<file path="config.mk">
export PLATFORM = sky130hd
export DESIGN_NAME = ram_req_arbiter_flat
export DESIGN_NICKNAME = d
export VERILOG_FILES = /design/src/rtl/ram_req_arbiter_if.sv /design/src/rtl/ram_req_arbiter.sv /design/src/flat_wrapper.sv
export SDC_FILE = /design/constraint.sdc
export NUM_CORES = 1
export LEC_CHECK = 0
export ABC_AREA = 1
export CAP_MARGIN = 20
export CORE_UTILIZATION = 42
export CTS_BUF_LIST = sky130_fd_sc_hd__clkbuf_4 sky130_fd_sc_hd__clkbuf_8
export DETAILED_ROUTE_END_ITERATION = 12
export SLEW_MARGIN = 10
export SYNTH_ARGS = -nofsm -noshare
export SYNTH_HDL_FRONTEND = slang
export SYNTH_SLANG_ARGS = --single-unit
</file>
<file path="constraint.sdc">
create_clock -name clk -period 3.13 [get_ports clk]
set_input_delay 0.626 -clock clk [delete_from_list [all_inputs] [get_ports clk]]
set_output_delay 0.626 -clock clk [all_outputs]
set_load 0.01 [all_outputs]
</file>
<file path="src/rtl/ram_req_arbiter_if.sv">
// Loader, playback-voice and RAM-controller signals of ram_req_arbiter.
// The arbiter uses the slave view; the surrounding system uses master.
interface ram_req_arbiter_if #(
    parameter int unsigned ADDR_W = 27,
    parameter int unsigned DATA_W = 16,
    parameter int unsigned N_RD   = 4
);
    logic                   wr_req;
    logic [ADDR_W-1:0]      wr_addr;
    logic [DATA_W-1:0]      wr_data;
    logic                   wr_full;
    logic                   wr_empty;
    logic [N_RD-1:0]        rd_req;
    logic [N_RD*ADDR_W-1:0] rd_addr;
    logic [N_RD-1:0]        rd_valid;
    logic [DATA_W-1:0]      rd_data;
    logic                   mem_cmd_valid;
    logic                   mem_cmd_we;
    logic [ADDR_W-1:0]      mem_addr;
    logic [DATA_W-1:0]      mem_wdata;
    logic                   mem_ready;
    logic [DATA_W-1:0]      mem_rdata;
    logic                   mem_rdata_valid;

    modport slave (
        input  wr_req, wr_addr, wr_data, rd_req, rd_addr,
        input  mem_ready, mem_rdata, mem_rdata_valid,
        output wr_full, wr_empty, rd_valid, rd_data,
        output mem_cmd_valid, mem_cmd_we, mem_addr, mem_wdata
    );

    modport master (
        output wr_req, wr_addr, wr_data, rd_req, rd_addr,
        output mem_ready, mem_rdata, mem_rdata_valid,
        input  wr_full, wr_empty, rd_valid, rd_data,
        input  mem_cmd_valid, mem_cmd_we, mem_addr, mem_wdata
    );
endinterface

</file>
<file path="src/rtl/ram_req_arbiter.sv">
// Arbitrates one RAM command port between a write FIFO fed by the sample
// loader and N_RD round-robin playback read requesters, with a starvation
// limit that forces one write after WR_STARVE reads.
module ram_req_arbiter #(
    parameter int unsigned ADDR_W     = 27,
    parameter int unsigned DATA_W     = 16,
    parameter int unsigned N_RD       = 4,
    parameter int unsigned FIFO_DEPTH = 16,
    parameter int unsigned WR_STARVE  = 4
) (
    input  logic             clk,
    input  logic             reset,
    ram_req_arbiter_if.slave bus
);
    localparam int unsigned PTR_W = (FIFO_DEPTH > 1) ? $clog2(FIFO_DEPTH) : 1;
    localparam int unsigned IDX_W = (N_RD > 1) ? $clog2(N_RD) : 1;
    localparam int unsigned CNT_W = (WR_STARVE > 0) ? $clog2(WR_STARVE + 1) : 1;

    localparam logic [PTR_W:0]   FIFO_FULL  = (PTR_W + 1)'(FIFO_DEPTH);
    localparam logic [CNT_W-1:0] STARVE_MAX = CNT_W'(WR_STARVE);

    localparam logic [1:0] S_IDLE     = 2'd0;
    localparam logic [1:0] S_ISSUE_WR = 2'd1;
    localparam logic [1:0] S_ISSUE_RD = 2'd2;
    localparam logic [1:0] S_WAIT_RD  = 2'd3;

    logic [1:0]        r_state;
    logic              r_cmd_valid;
    logic              r_cmd_we;
    logic [ADDR_W-1:0] r_mem_addr;
    logic [DATA_W-1:0] r_mem_wdata;
    logic [N_RD-1:0]   r_rd_valid;
    logic [DATA_W-1:0] r_rd_data;
    logic [IDX_W-1:0]  r_voice;
    logic [IDX_W-1:0]  r_last;
    logic [CNT_W-1:0]  r_starve;

    logic [ADDR_W-1:0] r_fifo_addr [FIFO_DEPTH];
    logic [DATA_W-1:0] r_fifo_data [FIFO_DEPTH];
    logic [PTR_W-1:0]  r_wptr;
    logic [PTR_W-1:0]  r_rptr;
    logic [PTR_W:0]    r_count;

    logic              w_full;
    logic              w_fifo_empty;
    logic              w_push;
    logic              w_pop;
    logic              w_rd_acc;
    logic              w_arb_ok;
    logic              w_rd_found;
    logic [IDX_W-1:0]  w_sel;
    logic [IDX_W-1:0]  w_cand;
    logic [ADDR_W-1:0] w_sel_addr;

    assign w_full       = (r_count == FIFO_FULL);
    assign w_fifo_empty = (r_count == '0);
    assign w_pop        = (r_state == S_ISSUE_WR) && bus.mem_ready;
    assign w_rd_acc     = (r_state == S_ISSUE_RD) && bus.mem_ready;
    // A full FIFO still takes a push in the cycle its head is popped.
    assign w_push       = bus.wr_req && (!w_full || w_pop);
    assign w_sel_addr   = bus.rd_addr[w_sel*ADDR_W +: ADDR_W];
    // While an rd_valid pulse is out its voice has not yet dropped rd_req,
    // so IDLE waits one cycle rather than re-granting a stale request.
    assign w_arb_ok     = (r_rd_valid == '0);

    // Round-robin search starting at the voice after the last grant.
    always_comb begin
        w_rd_found = 1'b0;
        w_sel      = '0;
        w_cand     = '0;
        for (int unsigned i = 0; i < N_RD; i++) begin
            w_cand = IDX_W'((32'(r_last) + 32'd1 + i) % N_RD);
            if (!w_rd_found && bus.rd_req[w_cand]) begin
                w_rd_found = 1'b1;
                w_sel      = w_cand;
            end
        end
    end

    // Command FSM: arbitration, command hold until accepted, read return.
    always_ff @(posedge clk or posedge reset) begin
        if (reset) begin
            r_state     <= S_IDLE;
            r_cmd_valid <= 1'b0;
            r_cmd_we    <= 1'b0;
            r_mem_addr  <= '0;
            r_mem_wdata <= '0;
            r_rd_valid  <= '0;
            r_rd_data   <= '0;
            r_voice     <= '0;
            r_last      <= IDX_W'(N_RD - 1);
        end else begin
            r_rd_valid <= '0;
            case (r_state)
                S_IDLE: begin
                    if (w_arb_ok && w_rd_found && (r_starve < STARVE_MAX)) begin
                        r_state     <= S_ISSUE_RD;
                        r_cmd_valid <= 1'b1;
                        r_cmd_we    <= 1'b0;
                        r_mem_addr  <= w_sel_addr;
                        r_voice     <= w_sel;
                        r_last      <= w_sel;
                    end else if (w_arb_ok && !w_fifo_empty) begin
                        r_state     <= S_ISSUE_WR;
                        r_cmd_valid <= 1'b1;
                        r_cmd_we    <= 1'b1;
                        r_mem_addr  <= r_fifo_addr[r_rptr];
                        r_mem_wdata <= r_fifo_data[r_rptr];
                    end
                end
                S_ISSUE_RD: begin
                    if (bus.mem_ready) begin
                        r_cmd_valid <= 1'b0;
                        r_state     <= S_WAIT_RD;
                    end
                end
                S_ISSUE_WR: begin
                    if (bus.mem_ready) begin
                        r_cmd_valid <= 1'b0;
                        r_state     <= S_IDLE;
                    end
                end
                S_WAIT_RD: begin
                    if (bus.mem_rdata_valid) begin
                        r_rd_data  <= bus.mem_rdata;
                        r_rd_valid <= N_RD'(1) << r_voice;
                        r_state    <= S_IDLE;
                    end
                end
                default: r_state <= S_IDLE;
            endcase
        end
    end

    // Write FIFO pointers and occupancy.
    always_ff @(posedge clk or posedge reset) begin
        if (reset) begin
            r_wptr  <= '0;
            r_rptr  <= '0;
            r_count <= '0;
        end else begin
            if (w_push) r_wptr <= r_wptr + 1'b1;
            if (w_pop)  r_rptr <= r_rptr + 1'b1;
            case ({w_push, w_pop})
                2'b10:   r_count <= r_count + 1'b1;
                2'b01:   r_count <= r_count - 1'b1;
                default: r_count <= r_count;
            endcase
        end
    end

    // Write FIFO storage.
    always_ff @(posedge clk) begin
        if (w_push) begin
            r_fifo_addr[r_wptr] <= bus.wr_addr;
            r_fifo_data[r_wptr] <= bus.wr_data;
        end
    end

    // Reads granted while writes wait; saturates to force one write through.
    always_ff @(posedge clk or posedge reset) begin
        if (reset) begin
            r_starve <= '0;
        end else if (w_pop || w_fifo_empty) begin
            r_starve <= '0;
        end else if (w_rd_acc && (r_starve != STARVE_MAX)) begin
            r_starve <= r_starve + 1'b1;
        end
    end

    assign bus.mem_cmd_valid = r_cmd_valid;
    assign bus.mem_cmd_we    = r_cmd_we;
    assign bus.mem_addr      = r_mem_addr;
    assign bus.mem_wdata     = r_mem_wdata;
    assign bus.rd_valid      = r_rd_valid;
    assign bus.rd_data       = r_rd_data;
    assign bus.wr_full       = w_full;
    assign bus.wr_empty      = w_fifo_empty && (r_state != S_ISSUE_WR);
endmodule

</file>
<file path="src/flat_wrapper.sv">
// flat-port wrapper written by rule: the top's interface ports become plain ports
module ram_req_arbiter_flat 
#(
    parameter int unsigned ADDR_W     = 27,
    parameter int unsigned DATA_W     = 16,
    parameter int unsigned N_RD       = 4,
    parameter int unsigned FIFO_DEPTH = 16,
    parameter int unsigned WR_STARVE  = 4
)
  (clk, reset, bus_wr_req, bus_wr_addr, bus_wr_data, bus_rd_req, bus_rd_addr, bus_mem_ready, bus_mem_rdata, bus_mem_rdata_valid, bus_wr_full, bus_wr_empty, bus_rd_valid, bus_rd_data, bus_mem_cmd_valid, bus_mem_cmd_we, bus_mem_addr, bus_mem_wdata);
  ram_req_arbiter_if #(.ADDR_W(ADDR_W), .DATA_W(DATA_W), .N_RD(N_RD)) bus_i ();
  input  logic clk;
  input  logic reset;
  input wire logic [$bits(bus_i.wr_req)-1:0] bus_wr_req;
  input wire logic [$bits(bus_i.wr_addr)-1:0] bus_wr_addr;
  input wire logic [$bits(bus_i.wr_data)-1:0] bus_wr_data;
  input wire logic [$bits(bus_i.rd_req)-1:0] bus_rd_req;
  input wire logic [$bits(bus_i.rd_addr)-1:0] bus_rd_addr;
  input wire logic [$bits(bus_i.mem_ready)-1:0] bus_mem_ready;
  input wire logic [$bits(bus_i.mem_rdata)-1:0] bus_mem_rdata;
  input wire logic [$bits(bus_i.mem_rdata_valid)-1:0] bus_mem_rdata_valid;
  output wire logic [$bits(bus_i.wr_full)-1:0] bus_wr_full;
  output wire logic [$bits(bus_i.wr_empty)-1:0] bus_wr_empty;
  output wire logic [$bits(bus_i.rd_valid)-1:0] bus_rd_valid;
  output wire logic [$bits(bus_i.rd_data)-1:0] bus_rd_data;
  output wire logic [$bits(bus_i.mem_cmd_valid)-1:0] bus_mem_cmd_valid;
  output wire logic [$bits(bus_i.mem_cmd_we)-1:0] bus_mem_cmd_we;
  output wire logic [$bits(bus_i.mem_addr)-1:0] bus_mem_addr;
  output wire logic [$bits(bus_i.mem_wdata)-1:0] bus_mem_wdata;
  assign bus_i.wr_req = bus_wr_req;
  assign bus_i.wr_addr = bus_wr_addr;
  assign bus_i.wr_data = bus_wr_data;
  assign bus_i.rd_req = bus_rd_req;
  assign bus_i.rd_addr = bus_rd_addr;
  assign bus_i.mem_ready = bus_mem_ready;
  assign bus_i.mem_rdata = bus_mem_rdata;
  assign bus_i.mem_rdata_valid = bus_mem_rdata_valid;
  assign bus_wr_full = bus_i.wr_full;
  assign bus_wr_empty = bus_i.wr_empty;
  assign bus_rd_valid = bus_i.rd_valid;
  assign bus_rd_data = bus_i.rd_data;
  assign bus_mem_cmd_valid = bus_i.mem_cmd_valid;
  assign bus_mem_cmd_we = bus_i.mem_cmd_we;
  assign bus_mem_addr = bus_i.mem_addr;
  assign bus_mem_wdata = bus_i.mem_wdata;
  ram_req_arbiter #(.ADDR_W(ADDR_W), .DATA_W(DATA_W), .N_RD(N_RD), .FIFO_DEPTH(FIFO_DEPTH), .WR_STARVE(WR_STARVE)) u_core (.clk(clk), .reset(reset), .bus(bus_i));
endmodule
</file>
==> flow_summary.ini <==
[power_and_ir_drop]
power_leakage_nw = 13.7
p_per_area_nw_per_um2 = 982
comb_power_share = 0.412
ir_worst_vdd_mv = 0.645
internal_power_mw = 22.9
switchingPower_mw = 15.2
clockPowerShare = 0.233
seq_power_share = 0.355
p_sw_frac = 0.398

[cells_and_area]
seq_area_um2 = 22900
synthToLayoutAreaGrowth_pct = 20.0
multi_input_area_um2 = 8210
fin_area_um2 = 38800
nFillCells = 6538
final_util = 0.511
finalNetCount = 3152
drive_gt1_frac = 0.119

[critical_path]
r2r-end = u_core.bus.mem_wdata[12]
worstSetupEndpointType = primary output
cp.required_ns = 2.50
reg2reg_depth = 6
startpoint = u_core.r_count[0]
cp-endpoint = bus_wr_empty
arrival_ns = 2.32
setup.worst_path.class = flop to primary output
crit_fanout = 4
r2r_slack_ns = 0.58
crit_path_start_kind = flop
worst_r2r_startpoint = u_core.r_rptr[0]

[timing]
final-setup-viol-count = 0
drv_slew = 0
finalCriticalPeriod_ns = 2.95
tightest_slew_ns = 0.858
rsz0062_at_grt = no
fmaxAchievable_ghz = 0.339
worst_clock_skew_ns = 0.0445
slew_headroom = 0.428
setup_slack_ns = 0.184
fin_crit_sh = 0.941
finalHoldViolations = 0

[run_status]
status = completed

[yosys]
synth-seq-area-share = 0.706
synth_area_um2 = 32400
synth_fp_nets = 2895
synth_cell_type_count = 47
synth_ff_type = edfxtp_1
yosysTopAreaCellShare = 0.638
yosys-top-cells-area = edfxtp_1, dfrtp_1, o21ai_0
ys_warn_count = 0
synth_top_cell_by_area = edfxtp_1
async_flop_share = 0.112
synth_cells = 2704
synth_seq_cells = 775
syn_area_per_cell_um2 = 12.0
synth_edf_count = 688

[global_route]
grt_max_degree = 169
grt_pass1_wl_um = 137000
overflow = 0
grt_use_total = 0.233
grt_pass1_vias = 22660
antenna_found_initial = 6

[clock_network]
cts_buffers = 131
root_buffer = clkbuf_8
cts_sinks = 775
ctsHoldBuffers = 0
post_cts_buffers = 0
htreeDepth = 4
clk_pin_slew_worst_paths_ns = 0.06
clockBufferDepth = 3
insertion_delay_ns = 0.79
cts_tree = done
ctsResizeCount = 1

[run]
maxCapViolCount = 0

[route]
wire_per_inst_um = 22.2
wl_um = 90600
ant_nets = 0
dr.pass1.iters = 5
drc = 0
drt-vias-per-instance = 5.47
dr_total_vias = 22368
drtIter0Drc = 1867

[die]
dieArea_um2 = 78200
die_h_um = 280
fp.coreArea_um2 = 76100
start_util = 0.425
rows = 101
die_w_um = 280
ios = 243

[placement]
portBuffers = 242
place_area_um2 = 36300
pre_cts_ws_ns = 0.251
gp_congestion = 0.897
dp_hpwl_um = 50000

[worst_hold_path]
hp-class = input port to async pin
## stage by stage
| stage | setup TNS (ns) | total power [mW] | instances | hold slack, ns |
|---|---|---|---|---|
| final | 0 | 38.1 | 4087 | 0.267 |
| after global routing | 0 | 40.5 | 4087 | 0.284 |
| after CTS | 0 | 38.4 | 4084 | 0.223 |
| after detailed placement | 0 | 29.5 | 3858 | 0.462 |
| after global placement | 0 | 29.1 | 3858 | 0.460 |
| after floorplan | -144.82 | 23.8 | 2704 | 0.432 |
## synthesized netlist by cell type, drive strengths merged (2+ instances only)
cell type	count
ha	14
inv	147
nor3	6
xnor2	2
nand4	58
nor2	438
xor2	10
o22ai	79
o221ai	46
edfxtp	688
o211ai	66
dfrtp	85
a31oi	16
dfstp	2
o21ai	403
a21oi	36
clkbuf	89
nor4	2
nand2	287
nand3	113
mux2	16
buf	95
## cells in the final DEF, fill, tap and decap left out, types with 3 or more instances in the layout
| cell | instances |
|---|---|
| o221ai_1 | 46 |
| clkbuf_4 | 44 |
| inv_1 | 137 |
| o21ai_1 | 33 |
| nand3_1 | 109 |
| clkinvlp_4 | 9 |
| buf_12 | 35 |
| a21oi_1 | 23 |
| a21oi_2 | 12 |
| a31oi_1 | 16 |
| nand2_2 | 8 |
| inv_6 | 3 |
| clkinv_2 | 13 |
| nand4_1 | 58 |
| o211ai_1 | 66 |
| buf_4 | 31 |
| edfxtp_1 | 688 |
| diode_2 | 3 |
| inv_2 | 6 |
| o21ai_0 | 370 |
| nand2_1 | 278 |
| nor2_1 | 417 |
| nor2_4 | 18 |
| nor3_1 | 5 |
| dfrtp_1 | 81 |
| dfrtp_4 | 3 |
| o22ai_1 | 79 |
| clkinv_1 | 13 |
| ha_1 | 14 |
| clkbuf_8 | 142 |
| mux2_2 | 16 |
| xor2_1 | 10 |
| clkdlybuf4s50_1 | 242 |
## sequential cells by signal, indices dropped and copies added, names as in the netlist
name / flops
u_core.r_starve: 3
u_core.bus.mem_wdata: 16
u_core.r_count: 5
u_core.r_fifo_data: 256
u_core.bus.mem_addr: 27
u_core.r_last: 2
u_core.bus.mem_cmd_valid: 1
u_core.r_voice: 2
u_core.r_rptr: 4
u_core.r_wptr: 4
u_core.bus.mem_cmd_we: 1
u_core.bus.rd_valid: 4
u_core.r_state: 2
u_core.bus.rd_data: 16
u_core.r_fifo_addr: 432
## cells by family after synthesis
| kind of cell | count (synthesis) | share of synthesized area |
|---|---|---|
| buffers and inverters | 332 | 0.0448 |
| and+or+nand+nor | 906 | 0.118 |
| DFF | 775 | 0.706 |
| muxes | 16 | 0.00557 |
| AOI/OAI and AO/OA | 648 | 0.116 |
| xor gates and xnor gates | 12 | 0.00325 |
| adders and majority gates | 15 | 0.00603 |
## worst max-delay path: stages (launching register included)
cell             delay (ns)
dfrtp_1                0.43
nor4_4                 0.33
nand2_2                0.12
nor2_1                 0.10
clkdlybuf4s50_1        0.57
## routing by layer
layer | track usage | wire length [um] | vias up
met4 | 0.0947 | 2730 | 6
met3 | 0.0406 | 5210 | 177
met2 | 0.392 | 45300 | 750
li1 | - | - | 10283
met1 | 0.297 | 37400 | 11152
met5 | 0 | 41 | -
## power groups by stage
stage / clock network (mW) / logic, mW / registers (mW)
2_1_floorplan: 0 / 10.2 / 13.6
3_3_place_gp: 0 / 15.4 / 13.7
3_5_place_dp: 0 / 15.7 / 13.7
4_1_cts: 9.08 / 15.8 / 13.5
5_1_grt: 9.51 / 17.3 / 13.7
6_report: 8.88 / 15.7 / 13.6
## layout make-up
cell class,count,area share
diodes,3,0.000193
clock buffers,186,0.0588
clock inverters,40,0.00705
inverters,148,0.0148
multi-input cells,1597,0.211
flip-flops and latches,775,0.588
well taps,1030,0.0332
repair buffers,308,0.0864
## worst min path at each step
stage,endpoint,cells after the start,startpoint,slack (ns)
6_report,u_core.r_wptr[3],2,reset,0.27
5_1_grt,u_core.r_count[4],2,reset,0.28
4_1_cts,u_core.r_count[2],2,reset,0.22
3_5_place_dp,u_core.bus.rd_valid[0],1,u_core.r_voice[1],0.46
3_3_place_gp,u_core.bus.rd_valid[0],1,u_core.r_voice[1],0.46
2_1_floorplan,u_core.bus.rd_valid[0],1,u_core.r_voice[1],0.43
Note: power is estimated with default switching activity, not from simulation.
